<file path="src/rtl/ex_mem_stage.sv">
// EX->MEM pipeline boundary: two-entry (output reg + skid) buffer with a registered branch redirect.
// Optional perf counters are enabled with `define EX_MEM_PERF_EN.
module ex_mem_stage #(
    parameter int XLEN  = 32,
    parameter int RD_W  = 5,
    parameter int CNT_W = 32
) (
    input  logic            clk,
    input  logic            rstn,
    input  logic            valid_ex,
    input  logic            flush_ex,
    input  logic            alu_ready,
    input  logic [XLEN-1:0] alu_result_ex,
    input  logic            branch_alu,
    input  logic            jalr_ex,
    input  logic [XLEN-1:0] pc_ex,
    input  logic [XLEN-1:0] src_a_ex,
    input  logic [XLEN-1:0] imm_ex,
    input  logic [XLEN-1:0] store_data_ex,
    input  logic [RD_W-1:0] rd_ex,
    input  logic            reg_write_ex,
    input  logic            mem_read_ex,
    input  logic            mem_write_ex,
    input  logic            data_ready_mem,
    output logic            stall_ex,
    output logic            valid_mem,
    output logic [XLEN-1:0] alu_result_mem,
    output logic [XLEN-1:0] store_data_mem,
    output logic [RD_W-1:0] rd_mem,
    output logic            reg_write_mem,
    output logic            mem_read_mem,
    output logic            mem_write_mem,
    output logic            redirect,
    output logic [XLEN-1:0] redirect_pc
`ifdef EX_MEM_PERF_EN
    ,
    output logic [CNT_W-1:0] perf_branch_cnt,
    output logic [CNT_W-1:0] perf_stall_cnt
`endif
);

    localparam logic [1:0] EMPTY = 2'd0;
    localparam logic [1:0] ONE   = 2'd1;
    localparam logic [1:0] FULL  = 2'd2;

    typedef struct packed {
        logic [XLEN-1:0] res;
        logic [XLEN-1:0] sd;
        logic [RD_W-1:0] rd;
        logic            rw;
        logic            mr;
        logic            mw;
    } entry_t;

    logic [1:0]      state;
    entry_t          out_q;
    entry_t          skid_q;
    entry_t          in_e;
    logic            accept;
    logic            pop;
    logic [XLEN-1:0] jalr_sum;
    logic [XLEN-1:0] target;

    always_comb begin
        in_e     = '0;
        in_e.res = alu_result_ex;
        in_e.sd  = store_data_ex;
        in_e.rd  = rd_ex;
        in_e.rw  = reg_write_ex;
        in_e.mr  = mem_read_ex;
        in_e.mw  = mem_write_ex;
    end

    assign accept   = valid_ex & alu_ready & ~flush_ex & (state != FULL);
    assign pop      = valid_mem & data_ready_mem;
    assign stall_ex = valid_ex & ~flush_ex & (~alu_ready | (state == FULL));

    assign jalr_sum = src_a_ex + imm_ex;
    assign target   = jalr_ex ? {jalr_sum[XLEN-1:1], 1'b0} : (pc_ex + imm_ex);

    always_ff @(posedge clk or negedge rstn) begin
        if (!rstn) begin
            state  <= EMPTY;
            out_q  <= '0;
            skid_q <= '0;
        end else begin
            case (state)
                EMPTY: begin
                    if (accept) begin
                        out_q <= in_e;
                        state <= ONE;
                    end
                end
                ONE: begin
                    if (accept && pop) begin
                        out_q <= in_e;
                    end else if (accept) begin
                        skid_q <= in_e;
                        state  <= FULL;
                    end else if (pop) begin
                        state <= EMPTY;
                    end
                end
                FULL: begin
                    if (pop) begin
                        out_q <= skid_q;
                        state <= ONE;
                    end
                end
                default: state <= EMPTY;
            endcase
        end
    end

    always_ff @(posedge clk or negedge rstn) begin
        if (!rstn) begin
            redirect    <= 1'b0;
            redirect_pc <= '0;
        end else begin
            redirect <= accept & branch_alu;
            if (accept && branch_alu) begin
                redirect_pc <= target;
            end
        end
    end

    assign valid_mem      = (state != EMPTY);
    assign alu_result_mem = out_q.res;
    assign store_data_mem = out_q.sd;
    assign rd_mem         = out_q.rd;
    // Control bits are gated so a stale out reg never looks like a live write.
    assign reg_write_mem  = out_q.rw & valid_mem;
    assign mem_read_mem   = out_q.mr & valid_mem;
    assign mem_write_mem  = out_q.mw & valid_mem;

`ifdef EX_MEM_PERF_EN
    always_ff @(posedge clk or negedge rstn) begin
        if (!rstn) begin
            perf_branch_cnt <= '0;
            perf_stall_cnt  <= '0;
        end else begin
            if (redirect && (perf_branch_cnt != '1)) begin
                perf_branch_cnt <= perf_branch_cnt + 1'b1;
            end
            if (stall_ex && (perf_stall_cnt != '1)) begin
                perf_stall_cnt <= perf_stall_cnt + 1'b1;
            end
        end
    end
`endif

endmodule

</file>
<file path="config.mk">
export PLATFORM = sky130hd
export DESIGN_NAME = ex_mem_stage
export DESIGN_NICKNAME = d
export VERILOG_FILES = /design/src/rtl/ex_mem_stage.sv
export SDC_FILE = /design/constraint.sdc
export NUM_CORES = 1
export LEC_CHECK = 0
export CAP_MARGIN = 40
export CORE_MARGIN = 1
export CORE_UTILIZATION = 34
export CTS_CLUSTER_DIAMETER = 200
export DETAILED_ROUTE_END_ITERATION = 10
export DONT_BUFFER_PORTS = 1
export PLACE_DENSITY_LB_ADDON = 0.12
export RECOVER_POWER = 25
export SYNTH_ARGS = -nofsm -noshare
export SYNTH_HDL_FRONTEND = slang
export SYNTH_SLANG_ARGS = --single-unit
</file>
<file path="constraint.sdc">
create_clock -name clk -period 3.25 [get_ports clk]
set_input_delay 0.65 -clock clk [delete_from_list [all_inputs] [get_ports clk]]
set_output_delay 0.65 -clock clk [all_outputs]
set_load 0.005 [all_outputs]
</file>
==> flow_summary.ini, run 1 <==
[yosys]
synth_top_area_share_pct = 40.1
synth-simple-area-share_pct = 15.5
synth_fp_nets = 1467
synth_top_family_by_area = compound AO/OA/AOI/OAI gates
yosysUniqueCellTypes = 62
synth_fa_ha_area_share_pct = 7.19
async_reset_ff_share_pct = 100
syn_area_sq_um = 11200
synth_top_flop_cell = dfrtp_1
syn_inst = 1228
yosys_warnings = 0
ys_ff_latch = 179
synth-compound-area-share_pct = 18.1
yosysTopAreaCell = dfrtp_1
synth-seq-area-share_pct = 40.1
muxShareOfSynthArea_pct = 8.44
synth_edf_count = 0
avgSynthCellArea_sq_um = 9.10
synthXorXnorAreaFrac_pct = 3.60
synthTopCellsByArea = dfrtp_1 40%, mux2_2 7.5%, ha_1 6.8%

[setup_path]
rrSetupSlack_ps = 1220
cp-end-kind = flip-flop
rr_startpoint = state[1]
crit_path_max_fanout = 4
criticalPathCategory = in2reg
cp_data_required_time_ps = 3620
r2r_end = redirect_pc[31]
r2r_cells = 7
startpoint_type = input pin
cp_data_arrival_time_ps = 3190

[layout]
syn2layout_area_growth_pct = 5.84
post-route-util_pct = 36.5
n_antenna_cell = 0
nets = 1386
layout-drive-gt1-share_pct = 13.4
stdcell_count = 1602

[power_and_ir_drop]
total_leakage_power_uw = 0.00532
p_per_area_nw_per_um2 = 575
vdd_drop_max_uv = 344

[sta]
slew_headroom_pct = 60.1
whs_ps = -92.4
layout_setup_ws_ps = 432
hold_violations = 179
final_max_slew_viol_count = 0
fin_crit_ps = 2820
fin_crit_sh_pct = 86.7
skew_ps = 14.5
worst-slew-pin-transition_ps = 599
setup_viol_count_final = 0
rsz0062_at_grt = false
fmax_ghz = 0.355

[grt]
grt_overflow = 0
grt_use_total_pct = 18.3
grt_max_degree = 180
grt_pass1_vias = 8388
antenna_found_initial = 0
grt_pass1_wl_um = 47500

[clocking]
cts_buffers = 17
root_buffer = clkbuf_16
cts_resized = 0
clk_latency_ps = 450
clk_path_buf_depth = 2
cts_tree = built
numClockSinks = 179
clk_pin_slew_ps = 70
cts_setup_buffers = 0
h-tree-depth = 4

[placed_design]
gp_congestion = 0.811
dp_hpwl_um = 21600
port_buffers = 0
place_inst = 1570
pre_cts_ws_ps = -40.4

[detailed_routing]
drtIter0Drc = 402
drtPass1Iterations = 5
dr_total_vias = 8305
wire_per_inst_um = 18.8
via_per_inst = 5.18
drc = 0
totalWireLength_um = 30200
ant_nets = 0

[die]
io_pins = 283
core_area_sq_um = 32500
die_h_um = 183
rows = 66
die_w_um = 183
start_util_pct = 34.4
dieArea_sq_um = 33600

[run_status]
outcome = finished with violations
violations = negative hold slack

[flow_run]
maxCapViolCount = 0

[min_path]
hp-class = in2async
## per-stage QoR
stage	TNS (ps)	instance area, sq um	hold WS (ps)	power, uW
after floorplan	0	11200	354	4700
after global placement	-34.6	11200	358	4790
after detailed placement	-72.8	11300	358	4830
after CTS	0	11800	-137	6920
after global routing	0	11800	-134	7280
final	0	11800	-92.4	6800
## cell families (layout without fill, tap and decap cells)
kind of cell             Yosys count  count (layout)
flip-flops                       179             179
buffers and inverters            138              70
XOR/XNOR                          46              46
adder cells (fa/ha/maj)           63              63
AND/OR/NAND/NOR                  405             405
multiplexers                      85              85
AO/OA/AOI/OAI                    312             312
## worst max path at each step
stage	slack, ps	end	cells after the start	start
after global routing	190	redirect_pc[30]	12	pc_ex[0]
after detailed placement	-40	redirect_pc[28]	11	pc_ex[0]
final	430	redirect_pc[30]	12	pc_ex[0]
after floorplan	110	redirect_pc[24]	11	src_a_ex[0]
after global placement	-20	redirect_pc[30]	12	pc_ex[0]
after CTS	420	redirect_pc[30]	12	pc_ex[0]
## Yosys cell counts, types with 6 or more instances
cell type and count:
mux2i_1 11, o21a_1 11, mux2_2 74, nor2_1 113, nand2b_1 12, nand2_1 202
nor2b_1 9, a21oi_1 72, nand4_1 6, o21ai_0 47, buf_4 70, nand3_1 22
xnor2_1 32, and2_1 8, a31oi_1 81, ha_1 61, a22oi_1 6, a21o_1 37
and3_1 8, inv_1 10, xor2_1 14, clkbuf_1 49, a211oi_1 12, nor3_1 8
buf_1 7, dfrtp_1 179
## cell type report
class / instances / area, sq um
Multi-Input combinational cell: 911 / 5930
Fill cell: 3343 / 20600
Inverter: 10 / 37.5
Clock buffer: 21 / 480
Sequential cell: 179 / 4480
Clock inverter: 11 / 92.6
Tap cell: 442 / 553
Timing Repair Buffer: 28 / 255
## routing by layer
layer	share of wire, %	up-vias	routed length [um]	GRT usage (%)
met3	8.9	25	2670	6.79
met4	1.8	0	532	5.50
met5	0	-	0	0
met1	44	3919	13300	23.1
li1	-	4109	-	-
met2	45	252	13700	29.1
## layout by cell type, fill, tap and decap left out, drive strengths merged, types with 3 or more instances in the layout
| master | n |
|---|---|
| clkinvlp | 4 |
| a211o | 4 |
| o31ai | 4 |
| a211oi | 13 |
| a21oi | 72 |
| clkinv | 3 |
| nand3 | 23 |
| inv | 14 |
| and2 | 8 |
| nand2 | 202 |
| a21o | 40 |
| nor2 | 113 |
| a31oi | 81 |
| nand3b | 4 |
| a22oi | 6 |
| dfrtp | 179 |
| o311ai | 3 |
| nor3b | 4 |
| clkbuf | 21 |
| mux2 | 74 |
| o21a | 11 |
| nand4 | 6 |
| ha | 61 |
| xor2 | 14 |
| o21ai | 51 |
| nor2b | 9 |
| nand2b | 12 |
| a221oi | 3 |
| nor3 | 9 |
| xnor2 | 32 |
| mux2i | 11 |
| buf | 28 |
| o21bai | 4 |
| and3 | 10 |
## flip-flops by register name (all words and copies together) (netlist names)
register,flops
skid_q,72
alu_result_mem,32
redirect_pc,32
store_data_mem,32
rd_mem,5
out_q,3
state,2
redirect,1
## critical path, cell delays in order
cell and delay (ps):
ha_1 210, fa_1 430, a211oi_1 360, o21ai_0 210
nand3_1 250, a21oi_1 130, o21ai_0 190, buf_4 140
o21ai_0 90, mux2i_1 150, a31oi_1 190, o311a_1 170
## power by group
part | total [uW] | internal (uW) | switching, uW
Clock | 2040 | 1080 | 965
Combinational | 1470 | 761 | 713
Sequential | 3290 | 2840 | 448
Total | 6800 | 4680 | 2130
Note: power is estimated with default switching activity, not from simulation.
==> inputs of run 2 (changes only) <==
Settings changed: ABC_CLOCK_PERIOD_IN_PS from default to 3250, CORE_UTILIZATION 34 to 55, PLACE_DENSITY from default to 0.73, PLACE_DENSITY_LB_ADDON 0.12 to default.
==> run 2 against run 1 <==
Net effect: the run still ends with negative hold slack left; combinational power barely moved; first-iteration DRC count up 26%; die area shrank 38%; power increased by 0.25%; highest routed layer unchanged; global-route usage is 6.3 points higher; via count is 1.8% higher; register-to-register slack lost 320 ps; largest power group unchanged; hold slack better by 4.3 ps; maximum frequency fell by 2.2%; wire length shrank 13%; non-clock buffer count shrank 7.
==> flow_summary.ini, run 2 (synthesis gave the netlist of run 1 again) <==
[sta]
slew_headroom_pct = 55.9
fmax_ghz = 0.347
final_max_slew_viol_count = 0
hold_violations = 179
skew_ps = 10.3
worst-slew-pin-transition_ps = 661
layout_setup_ws_ps = 369
fin_crit_ps = 2880
setup_viol_count_final = 0
whs_ps = -88.1
rsz0062_at_grt = false
fin_crit_sh_pct = 88.7

[layout]
multi_input_area_sq_um = 5930
seq_area_sq_um = 4480
layout-drive-gt1-share_pct = 12.8
syn2layout_area_growth_pct = 3.65
nets = 1379
largest_reg_flops = 72
final_common_cell = nand2_1
n_antenna_cell = 0
largest-register = skid_q
layout_common_cells = 202 x nand2_1, 179 x dfrtp_1, 113 x nor2_1
post-route-util_pct = 58.8
fillerInstances = 1724

[setup_path]
startpoint_type = input pin
criticalPathCategory = in2reg
cp_data_required_time_ps = 3580
cp_data_arrival_time_ps = 3220
crit_path_max_fanout = 4
cp-end-kind = flip-flop

[clocking]
root_buffer = clkbuf_16
clk_latency_ps = 420
clk_path_buf_depth = 2
cts_buffers = 17
h-tree-depth = 4
clk_pin_slew_ps = 80
cts_tree = built
cts_resized = 0
numClockSinks = 179

[power_and_ir_drop]
finalPower_uw = 6820
p_per_area_nw_per_um2 = 589
vdd_drop_max_uv = 276
total_leakage_power_uw = 0.00531

[flow_run]
maxCapViolCount = 0

[die]
start_util_pct = 56.7
dieArea_sq_um = 20900
die_h_um = 145
die_w_um = 145
core_area_sq_um = 19700
io_pins = 283
rows = 51

[run_status]
violations = negative hold slack
outcome = finished with violations

[grt]
grt_max_degree = 180
grt_pass1_wl_um = 40000
grt_pass1_vias = 7935
grt_overflow = 0
grt_use_total_pct = 24.6
antenna_found_initial = 0

[detailed_routing]
drtIter0Drc = 507
totalWireLength_um = 26100
via_per_inst = 5.96
dr_total_vias = 8455
drc = 0
ant_nets = 0
wire_per_inst_um = 18.4
drtPass1Iterations = 5

[placed_design]
gp_congestion = 0.913
dp_hpwl_um = 19200
port_buffers = 0
pre_cts_ws_ps = -7.71

[min_path]
hp-class = in2async
-- run 2: cell type report --
type | instances | area share, %
inverter | 10 | 0.324
clock buffer | 18 | 3.79
clock inverter | 14 | 1.36
multi-input combinational | 911 | 51.2
tap | 265 | 2.86
sequential | 179 | 38.7
timing repair buffer | 21 | 1.79
-- run 2: what timing repair did --
action                                 CTS  global route
buffers inserted                         0             0
setup endpoints to repair                0             0
endpoints found under the hold margin  179           179
-- run 2: worst max-delay path, cell delays in order --
cell and delay (ps):
ha_1 210, fa_1 430, a211oi_1 330, o21ai_0 200, nand3_1 240, a211oi_1 130
o31ai_1 360, nand2b_1 190, a21oi_1 80, xnor2_1 160, a211oi_1 240
-- run 2: power by group --
part / leakage [uW] / internal (uW) / switching [uW] / total, uW
Clock: 0.000294 / 1060 / 987 / 2050
Combinational: 0.00286 / 754 / 726 / 1480
Sequential: 0.00215 / 2840 / 455 / 3290
-- run 2: stage by stage --
stage / hold slack, ps / std cells / TNS [ps] / area [sq um]
after global routing: -121 / 1418 / 0 / 11600
after detailed placement: 358 / 1386 / -7.71 / 11000
after global placement: 357 / 1386 / 0 / 11000
after floorplan: 354 / 1228 / 0 / 11200
final: -88.1 / 1418 / 0 / 11600
after CTS: -106 / 1418 / 0 / 11600
-- run 2: worst paths after layout --
check / slack (ps) / startpoint / to / cells after the start
max: 370 / pc_ex[0] / redirect_pc[28] / 11
min: -90 / rstn / alu_result_mem[22] / 0
max reg2reg: 900 / state[1] / redirect_pc[31] / 7
min reg2reg: 510 / skid_q[41] / skid_q[41] / 1
max in group asynchronous: 3090 / rstn / redirect_pc[4] / 0
min in group clk: 340 / data_ready_mem / state[1] / 1
-- run 2: metal layers --
| layer | track usage, % | vias up | part of all wire (%) |
|---|---|---|---|
| li1 | - | 4114 | - |
| met1 | 30.9 | 4018 | 42 |
| met2 | 39.9 | 290 | 47 |
| met3 | 7.75 | 33 | 8.8 |
| met4 | 8.64 | 0 | 2.3 |
| met5 | 0 | - | 0 |
